--- src/rtl/sample_pkg.sv ---
// sample_pkg: shared definitions for the sample window collector.
//   DEF_DATAWIDTH / DEF_NSAMP : default sample width and samples per frame
//   SLOT_W                    : slot index width, clog2(DEF_NSAMP)
//   state_t, FILL, HOLD       : collector FSM encoding
//   frame_slot()              : extract slot k from a flat frame
package sample_pkg;

    localparam int unsigned DEF_DATAWIDTH = 16;
    localparam int unsigned DEF_NSAMP     = 8;
    localparam int unsigned SLOT_W        = $clog2(DEF_NSAMP);

    typedef logic [0:0] state_t;
    localparam state_t FILL = 1'b0;
    localparam state_t HOLD = 1'b1;

    function automatic logic [DEF_DATAWIDTH-1:0] frame_slot(
        input logic [DEF_NSAMP*DEF_DATAWIDTH-1:0] frame,
        input int unsigned                        k
    );
        return frame[DEF_DATAWIDTH*k +: DEF_DATAWIDTH];
    endfunction

endpackage

--- src/rtl/sample_window_buf.sv ---
// sample_window_buf: NSAMP-entry collect buffer with write count and full flag.
// Build option: SAMPLE_WINDOW_SLIDING_EN turns the buffer into a shift register
// (new sample enters slot NSAMP-1, slot 0 drops) that stays primed once filled.
// Ports:
//   clk, rst   : clock, async active-low reset
//   push       : accept push_data this cycle
//   push_data  : incoming sample
//   drain      : buffer contents handed off this cycle, restart at slot 0
//   window     : buffer contents including this cycle's push (flat, slot 0 lsb)
//   completes  : this cycle's push completes a window
//   full       : block mode: all slots written and not yet drained;
//                sliding mode: buffer primed
module sample_window_buf
    import sample_pkg::*;
#(
    parameter int unsigned DATAWIDTH = DEF_DATAWIDTH,
    parameter int unsigned NSAMP     = DEF_NSAMP
) (
    input  logic                       clk,
    input  logic                       rst,
    input  logic                       push,
    input  logic [DATAWIDTH-1:0]       push_data,
    input  logic                       drain,
    output logic [NSAMP*DATAWIDTH-1:0] window,
    output logic                       completes,
    output logic                       full
);

    localparam int unsigned CW = $clog2(NSAMP + 1);

    logic [CW-1:0]              cnt_q, cnt_d;
    logic [NSAMP*DATAWIDTH-1:0] mem_q, mem_d;

`ifdef SAMPLE_WINDOW_SLIDING_EN
    // drain has no meaning for a moving window: the history is always kept.
    logic unused_drain;
    assign unused_drain = drain;

    always_comb begin
        mem_d = mem_q;
        cnt_d = cnt_q;
        if (push) begin
            mem_d = {push_data, mem_q[NSAMP*DATAWIDTH-1:DATAWIDTH]};
            if (cnt_q != CW'(NSAMP)) cnt_d = cnt_q + CW'(1);
        end
    end

    assign completes = push && (cnt_q >= CW'(NSAMP - 1));
`else
    always_comb begin
        mem_d = mem_q;
        cnt_d = cnt_q;
        if (push) begin
            for (int k = 0; k < NSAMP; k++) begin
                if (cnt_q == CW'(k)) mem_d[k*DATAWIDTH +: DATAWIDTH] = push_data;
            end
            cnt_d = cnt_q + CW'(1);
        end
        // Drain wins over the increment so the window-completing push restarts at 0.
        if (drain) cnt_d = '0;
    end

    assign completes = push && (cnt_q == CW'(NSAMP - 1));
`endif

    assign window = mem_d;
    assign full   = (cnt_q == CW'(NSAMP));

    always_ff @(posedge clk or negedge rst) begin
        if (!rst) begin
            cnt_q <= '0;
            mem_q <= '0;
        end else begin
            cnt_q <= cnt_d;
            mem_q <= mem_d;
        end
    end

endmodule

--- src/rtl/sample_window_collector.sv ---
// sample_window_collector: groups a serial valid/ready sample stream into
// NSAMP-sample frames presented in parallel with their own valid/ready.
// Double-buffered: the collect buffer fills while the output register holds
// the previous frame.
// Build option: SAMPLE_WINDOW_SLIDING_EN selects moving-window frames (one new
// frame per accepted sample once primed); default is non-overlapping blocks.
// Ports:
//   clk, rst             : clock, async active-low reset
//   in_data, in_valid    : sample input
//   in_ready             : sample can be accepted
//   out_frame, out_valid : registered frame, slot k at [DATAWIDTH*k +: DATAWIDTH]
//   out_ready            : downstream consumes the frame
//   frame_cnt            : frames loaded into the output register, wraps
module sample_window_collector
    import sample_pkg::*;
#(
    parameter int unsigned DATAWIDTH = DEF_DATAWIDTH,
    parameter int unsigned NSAMP     = DEF_NSAMP,
    parameter int unsigned CNTWIDTH  = 16
) (
    input  logic                       clk,
    input  logic                       rst,
    input  logic [DATAWIDTH-1:0]       in_data,
    input  logic                       in_valid,
    output logic                       in_ready,
    output logic [NSAMP*DATAWIDTH-1:0] out_frame,
    output logic                       out_valid,
    input  logic                       out_ready,
    output logic [CNTWIDTH-1:0]        frame_cnt
);

    state_t                     state_q, state_d;
    logic [NSAMP*DATAWIDTH-1:0] frame_q, frame_d;
    logic                       valid_q, valid_d;
    logic [CNTWIDTH-1:0]        cnt_q, cnt_d;

    logic                       accept, consume, drain;
    logic [NSAMP*DATAWIDTH-1:0] window;
    logic                       completes, buf_full;

`ifdef SAMPLE_WINDOW_SLIDING_EN
    // Once primed every accept emits a frame, so accept only when the output
    // register will be free at the next edge.
    assign in_ready = rst && (state_q == FILL) && !(buf_full && valid_q && !out_ready);
`else
    assign in_ready = rst && (state_q == FILL);
`endif

    assign accept  = in_valid && in_ready;
    assign consume = valid_q && out_ready;

    sample_window_buf #(
        .DATAWIDTH (DATAWIDTH),
        .NSAMP     (NSAMP)
    ) u_buf (
        .clk       (clk),
        .rst       (rst),
        .push      (accept),
        .push_data (in_data),
        .drain     (drain),
        .window    (window),
        .completes (completes),
        .full      (buf_full)
    );

    always_comb begin
        state_d = state_q;
        frame_d = frame_q;
        valid_d = valid_q;
        cnt_d   = cnt_q;
        drain   = 1'b0;
        case (state_q)
            FILL: begin
                if (completes) begin
                    if (!valid_q || consume) begin
                        frame_d = window;
                        valid_d = 1'b1;
                        cnt_d   = cnt_q + CNTWIDTH'(1);
                        drain   = 1'b1;
                    end else begin
                        state_d = HOLD;
                    end
                end else if (consume) begin
                    valid_d = 1'b0;
                end
            end
            HOLD: begin
                // No push in HOLD, so window is exactly the held buffer.
                if (consume) begin
                    frame_d = window;
                    cnt_d   = cnt_q + CNTWIDTH'(1);
                    drain   = 1'b1;
                    state_d = FILL;
                end
            end
            default: state_d = FILL;
        endcase
    end

    always_ff @(posedge clk or negedge rst) begin
        if (!rst) begin
            state_q <= FILL;
            frame_q <= '0;
            valid_q <= 1'b0;
            cnt_q   <= '0;
        end else begin
            state_q <= state_d;
            frame_q <= frame_d;
            valid_q <= valid_d;
            cnt_q   <= cnt_d;
        end
    end

    assign out_frame = frame_q;
    assign out_valid = valid_q;
    assign frame_cnt = cnt_q;

endmodule

--- config.mk ---
export PLATFORM = sky130hd
export DESIGN_NAME = sample_window_collector
export DESIGN_NICKNAME = d
export VERILOG_FILES = /design/src/rtl/sample_pkg.sv /design/src/rtl/sample_window_buf.sv /design/src/rtl/sample_window_collector.sv
export SDC_FILE = /design/constraint.sdc
export NUM_CORES = 1
export LEC_CHECK = 0
export CAP_MARGIN = 10
export CORE_UTILIZATION = 41
export CTS_BUF_LIST = sky130_fd_sc_hd__clkbuf_16
export DETAILED_ROUTE_END_ITERATION = 10
export PLACE_DENSITY_LB_ADDON = 0.08
export SLEW_MARGIN = 30
export SYNTH_ARGS = -nofsm -noshare
export SYNTH_HDL_FRONTEND = slang
export SYNTH_SLANG_ARGS = --single-unit
--- constraint.sdc ---
create_clock -name clk -period 2.1 [get_ports clk]
set_input_delay 0.63 -clock clk [delete_from_list [all_inputs] [get_ports clk]]
set_output_delay 0.63 -clock clk [all_outputs]
set_load 0.02 [all_outputs]
==> key figures, run 1 <==
GRT
  • GRT Overall Usage: 18.0%
  • Gr ovfl total: 0
  • Largest net degree at the start of global routing: 141
  • First-pass GRT wire length: 37000 µm
  • Initial antenna violation count: 0
  • Vias in the first global route: 6628

Clock tree
  • H-tree Lvls: 1
  • Hold Buf Count CTS: 0
  • TritonCTS buffer count: 29
  • Clk root buf: clkbuf_16
  • # clock sinks: 278
  • CTS tree: built
  • Clock Path Buffers: 3
  • Reg clk slew, reported paths: 0.06 ns
  • Skew-Pair Late Insertion Delay: 0.55 ns

Layout
  • Fill cells: 2078
  • Antenna Cells: 0
  • Post-route insts no fill: 1217
  • Area grow syn2layout: 30.7%
  • Nets: 890
  • Fraction of layout cells with a size suffix above 1: 40.9%
  • Util after Layout: 55.0%

Worst setup path
  • CP arrival: 2.46 ns
  • Crit Path Category: reg -> reg
  • CP max FO: 20
  • Setup crit start kind: flip-flop
  • Type of destination of the critical path: flip-flop
  • RR Startpoint: state_q$_DFF_PN0_
  • CP startpoint: state_q$_DFF_PN0_
  • Worst Path Required: 2.52 ns

Logic synthesis
  • Area contributors post-synth: dfrtp_1 (65%), mux2_2 (27%), buf_4 (0.98%)
  • Syn Inst Count: 647
  • Top-count cell post-synth: dfrtp_1
  • Async set-reset flop share out of synthesis: 100%
  • Top FF cell, synth: dfrtp_1
  • Syn avg cell area: 16.5 µm²
  • Cell Area, Synth: 10700 µm²
  • Most frequent cells after synthesis: dfrtp_1 (278), mux2_2 (257), buf_4 (14), xnor2_1 (12)
  • Unique cell type count in the Yosys netlist: 33
  • FF+latch count, synth: 278
  • EDFF count, synth: 0
  • Yosys top cell by area: dfrtp_1
  • Syn Nets: 672
  • Seq/Total Area, Yosys: 65.1%
  • Post-synth top area share: 65.1%
  • Synth warnings: 0

STA
  • Final Hold Vio Count: 0
  • Setup_tns: 0 ns
  • Tcrit/Tclk final: 96.8%
  • Clock Skew: 0.0128 ns
  • Min Clock Period, post-route: 2.03 ns
  • Slew Limit Headroom: 42.8%
  • Worst setup margin: 0.0680 ns
  • Final Max Tran Viols: 0
  • Setup Viol. Count Final: 0
  • Unrepaired setup endpoints after global routing: true
  • Worst slew pin tran: 0.858 ns
  • Fmax: 492 MHz

Detailed routing
  • Met2 Wirelength: 11200 µm
  • Top Metal Used: met4
  • DR iter-0 viols: 285
  • WL final: 23300 µm
  • WL met1: 9960 µm
  • Drt wl/cell: 19.1 µm
  • DR vias: 6100
  • Post-DR vias/cell: 5.01
  • Met3 WL: 1380 µm
  • Pre-antenna DRT Iters: 4
  • Final antenna-violating net count: 0
  • DRC violations left: 0

Worst hold path
  • Min-delay worst type: in -> async

Flow run
  • Max-Cap Viols: 0

Placement
  • Placed cells: 1161
  • Number of buffers added on ports: 165
  • DPL Wire Length: 15700 µm
  • DP Worst Slack: -0.682 ns
  • Routability Congestion: 0.804

Floorplan
  • Die Wd: 163 µm
  • Initial core utilization: 42.1%
  • Rows: 58
  • Die H: 163 µm
  • Core Area: 25400 µm²
  • Die area: 26700 µm²
  • I/O pin count: 166

Power and ir drop
  • Power Density: 1340 nW/µm²
  • Pleak: 0.00708 µW
  • Peak VDD IR: 0.000733 V
  • Total Power: 18700 µW

Run status
  • Run status: finished clean
[critical path, stage by stage (launching register included)]
cell and delay (ns):
dfrtp_1 0.44, buf_4 0.21, mux2i_1 0.18, a221oi_4 0.23
buf_4 0.18, buf_6 0.14, buf_12 0.18, mux2_2 0.35
[per-layer routing]
layer / global-route usage, % / vias up
met5: 0 / -
met1: 23.0 / 3153
li1: - / 2747
met4: 6.58 / 0
met2: 29.6 / 151
met3: 4.32 / 49
[placed cells by master, fill, tap and decap left out, drive strengths merged, types with 2 or more instances in the layout]
cell	n
xnor2	12
buf	50
dlygate4sd2	145
inv	8
nor3b	3
nor4	2
nor2	2
clkdlybuf4s50	17
or3	2
dfrtp	278
nor3	3
nand4	5
ha	5
mux2	257
clkbuf	31
o21ai	2
xor2	5
and4bb	2
nand2	8
a21oi	4
bufinv	5
nand3b	4
and3	2
and4	3
nand3	10
and2	2
clkinv	13
[what timing repair did]
| action | 4_1_cts | 5_1_grt |
|---|---|---|
| gates cloned | 0 | 1 |
| endpoints found under the setup margin | 275 | 16 |
| pin swaps | 1 | 0 |
| setup buffers | 2 | 0 |
| gates resized for setup | 153 | 3 |
| endpoints found under the hold margin | 0 | 0 |
[sequential cells by signal, summed over array words and instances, names as in the netlist]
| signal | cells |
|---|---|
| frame_cnt | 16 |
| u_buf.cnt_q | 4 |
| out_frame | 128 |
| u_buf.mem_q | 128 |
| out_valid | 1 |
| state_q | 1 |
[per-stage QoR]
step / area, µm² / hold WS (ns)
final: 14000 / 0.104
after global routing: 14000 / 0.107
after CTS: 13900 / 0.0822
after detailed placement: 13100 / 0.478
after global placement: 13100 / 0.468
after floorplan: 10700 / 0.334
[power breakdown]
part | internal, µW | total [µW] | switching (µW)
combinational | 2680 | 5360 | 2680
sequential | 7360 | 8180 | 821
clock | 3120 | 5160 | 2030
[final cells by class]
type / instances / area, µm² / share of cell area (%)
clock buffer: 29 / 726 / 5.20
clock inverter: 24 / 248 / 1.77
inverter: 3 / 11.3 / 0.0806
multi-input combinational: 339 / 3580 / 25.6
sequential: 278 / 6960 / 49.8
tap: 330 / 413 / 2.96
timing repair buffer: 214 / 2030 / 14.6
[cell families (layout without fill, tap and decap cells)]
family,after synthesis,after routing,share of synthesized area [%]
XOR/XNOR,17,17,1.39
AO/OA/AOI/OAI,8,8,0.515
multiplexers,258,258,27.2
buffers and inverters,30,270,1.80
flip-flops,278,278,65.1
adder cells (fa/ha/maj),5,5,0.585
AND/OR/NAND/NOR,51,51,3.43
[final timing paths]
check | slack (ns) | end | depth (start not counted)
worst max register to register | 0.07 | out_frame[113]$_DFFE_PN0P_ | 7
min in group clk | 0.47 | frame_cnt[15]$_DFFE_PN0P_ | 1
worst max-delay path | 0.07 | out_frame[113]$_DFFE_PN0P_ | 7
worst min register to register | 0.47 | frame_cnt[15]$_DFFE_PN0P_ | 1
worst min-delay path | 0.10 | u_buf.mem_q[115]$_DFF_PN0_ | 2
max in group asynchronous | 0.95 | out_frame[44]$_DFFE_PN0P_ | 3
(Power assumes the default switching activity.)
==> inputs of run 2 (changes only) <==
Settings changed: SYNTH_HIERARCHICAL from default to 1.
==> run 2 against run 1 <==
The flow now finishes with violations (setup timing). Power rose by 0.74%. Clock power fell by 9.9%. Sequential power fell by 1%. Fmax fell by 4.0%. Sequential share of layout area fell by 3.2 points. Combinational power rose by 14%. Worst setup slack got worse by 0.085 ns. Clock skew rose by 0.0028 ns.
==> key figures, run 2 <==
Run status
  • Run status: finished, violations left
  • Failing checks: setup timing

Logic synthesis
  • Syn Inst Count: 648
  • Syn avg cell area: 16.6 µm²
  • Syn Nets: 673
  • Synth warnings: 6
  • Cell Area, Synth: 10800 µm²

Power and ir drop
  • Seq pwr share: 42.9%
  • Int Power: 13100 µW
  • Clk pwr share: 24.7%
  • Switching Power: 5740 µW
  • Total Power: 18800 µW
  • Switching Share: 30.5%
  • Pleak: 0.00761 µW
  • Peak VDD IR: 0.000845 V
  • Power Density: 1260 nW/µm²
  • Comb pwr share: 32.4%

Floorplan
  • Rows: 58
  • Die H: 164 µm
  • Initial core utilization: 42.2%
  • Core Area: 25500 µm²
  • I/O pin count: 166
  • Die Wd: 164 µm
  • Die area: 26900 µm²

Layout
  • Fin area: 14900 µm²
  • Fraction of layout cells with a size suffix above 1: 42.3%
  • Util after Layout: 58.6%
  • Fill cells: 2015
  • Nets: 919
  • Most frequent cells in the layout: dfrtp_1 (276), dlygate4sd2_1 (146), mux2_2 (131)
  • Area grow syn2layout: 38.9%
  • Commonest non-fill, non-tap cell in the layout: dfrtp_1
  • Multi-input gate area: 4060 µm²
  • Register Area: 6960 µm²

Placement
  • DPL Wire Length: 16000 µm
  • DP Worst Slack: -0.602 ns
  • Routability Congestion: 0.797
  • Placed cell areas: 13400 µm²
  • Number of buffers added on ports: 165

Detailed routing
  • DR iter-0 viols: 234
  • Final antenna-violating net count: 0
  • WL final: 25600 µm
  • DRC violations left: 0
  • DR vias: 6209
  • Pre-antenna DRT Iters: 4
  • Post-DR vias/cell: 4.97
  • Drt wl/cell: 20.5 µm

GRT
  • Initial antenna violation count: 0
  • GRT Overall Usage: 18.2%
  • First-pass GRT wire length: 37700 µm
  • Gr ovfl total: 0
  • Largest net degree at the start of global routing: 134
  • Vias in the first global route: 6644

Worst hold path
  • Min-delay worst type: in -> async

Worst setup path
  • CP arrival: 2.53 ns
  • Worst Path Required: 2.52 ns
  • Type of destination of the critical path: flip-flop
  • Crit Path Category: in -> reg
  • CP max FO: 9
  • Setup crit start kind: input port

STA
  • Final Hold Vio Count: 0
  • Fmax: 472 MHz
  • Worst slew pin tran: 0.790 ns
  • Worst setup margin: -0.0174 ns
  • Tcrit/Tclk final: 101%
  • Min Clock Period, post-route: 2.12 ns
  • Slew Limit Headroom: 47.3%
  • Final Max Tran Viols: 0
  • Clock Skew: 0.0157 ns
  • Setup Viol. Count Final: 12
  • Unrepaired setup endpoints after global routing: true

Clock tree
  • # clock sinks: 278
  • Reg clk slew, reported paths: 0.06 ns
  • H-tree Lvls: 1
  • TritonCTS buffer count: 30
  • Skew-Pair Late Insertion Delay: 0.55 ns
  • Clk root buf: clkbuf_16
  • CTS tree: built
  • Hold Buf Count CTS: 0
  • Clock Path Buffers: 3

Flow run
  • Max-Cap Viols: 0
run 2: per-layer routing:
layer | track usage, % | part of all wire (%) | vias up
met3 | 4.07 | 4.6 | 28
met2 | 29.8 | 48 | 128
li1 | - | - | 2794
met5 | 0 | 0 | -
met1 | 25.0 | 46 | 3259
met4 | 3.20 | 1.3 | 0
run 2: critical path, stage by stage:
cell and delay (ns):
clkdlybuf4s50_1 0.47, and2_4 0.20, nand4b_4 0.11, inv_2 0.10, mux2i_4 0.08, a21oi_4 0.14, buf_12 0.15, buf_12 0.16
buf_12 0.15, mux2_1 0.33
run 2: stage by stage:
stage | TNS (ns) | cells | hold slack [ns]
global route | -3.90 | 1248 | 0.132
floorplan | -67.70 | 648 | 0.334
detailed placement | -102.94 | 1171 | 0.462
global placement | -92.73 | 1171 | 0.460
finish | -0.0897 | 1249 | 0.112
CTS | -0.0106 | 1233 | 0.112
run 2: worst paths after layout:
kind                                      startpoint                    endpoint  slack (ns)  cells past startpoint
setup / recovery                            in_valid   out_frame[62]$_DFFE_PN0P_       -0.02                     10
max in group asynchronous                        rst   out_frame[36]$_DFFE_PN0P_        0.84                      3
setup reg to reg                   state_q$_DFF_PN0_   out_frame[62]$_DFFE_PN0P_        0.02                     10
hold reg to reg            frame_cnt[15]$_DFFE_PN0P_   frame_cnt[15]$_DFFE_PN0P_        0.46                      1
hold / removal                                   rst  out_frame[101]$_DFFE_PN0P_        0.11                      2
min in group clk           frame_cnt[15]$_DFFE_PN0P_   frame_cnt[15]$_DFFE_PN0P_        0.46                      1
run 2: layout make-up:
type,count,share of cell area [%]
flip-flops and latches,278,46.6
multi-input cells,331,27.2
repair buffers,244,17.3
clock buffers,30,5.03
well taps,330,2.76
clock inverters,26,0.888
inverters,9,0.226
diodes,1,0.0168
run 2: power groups by stage:
stage | registers (µW) | clock network [µW] | logic, µW
after detailed placement | 8180 | 0 | 5960
after floorplan | 8910 | 0 | 2440
after global routing | 8300 | 5030 | 6520
final | 8090 | 4650 | 6100
after global placement | 8090 | 0 | 5790
after CTS | 8060 | 4800 | 5490
run 2: what timing repair did:
item / CTS / global route
setup endpoints to repair: 255 / 129
setup buffers: 5 / 3
resized for setup: 151 / 118
gates cloned: 1 / 12
pin swaps: 2 / 2
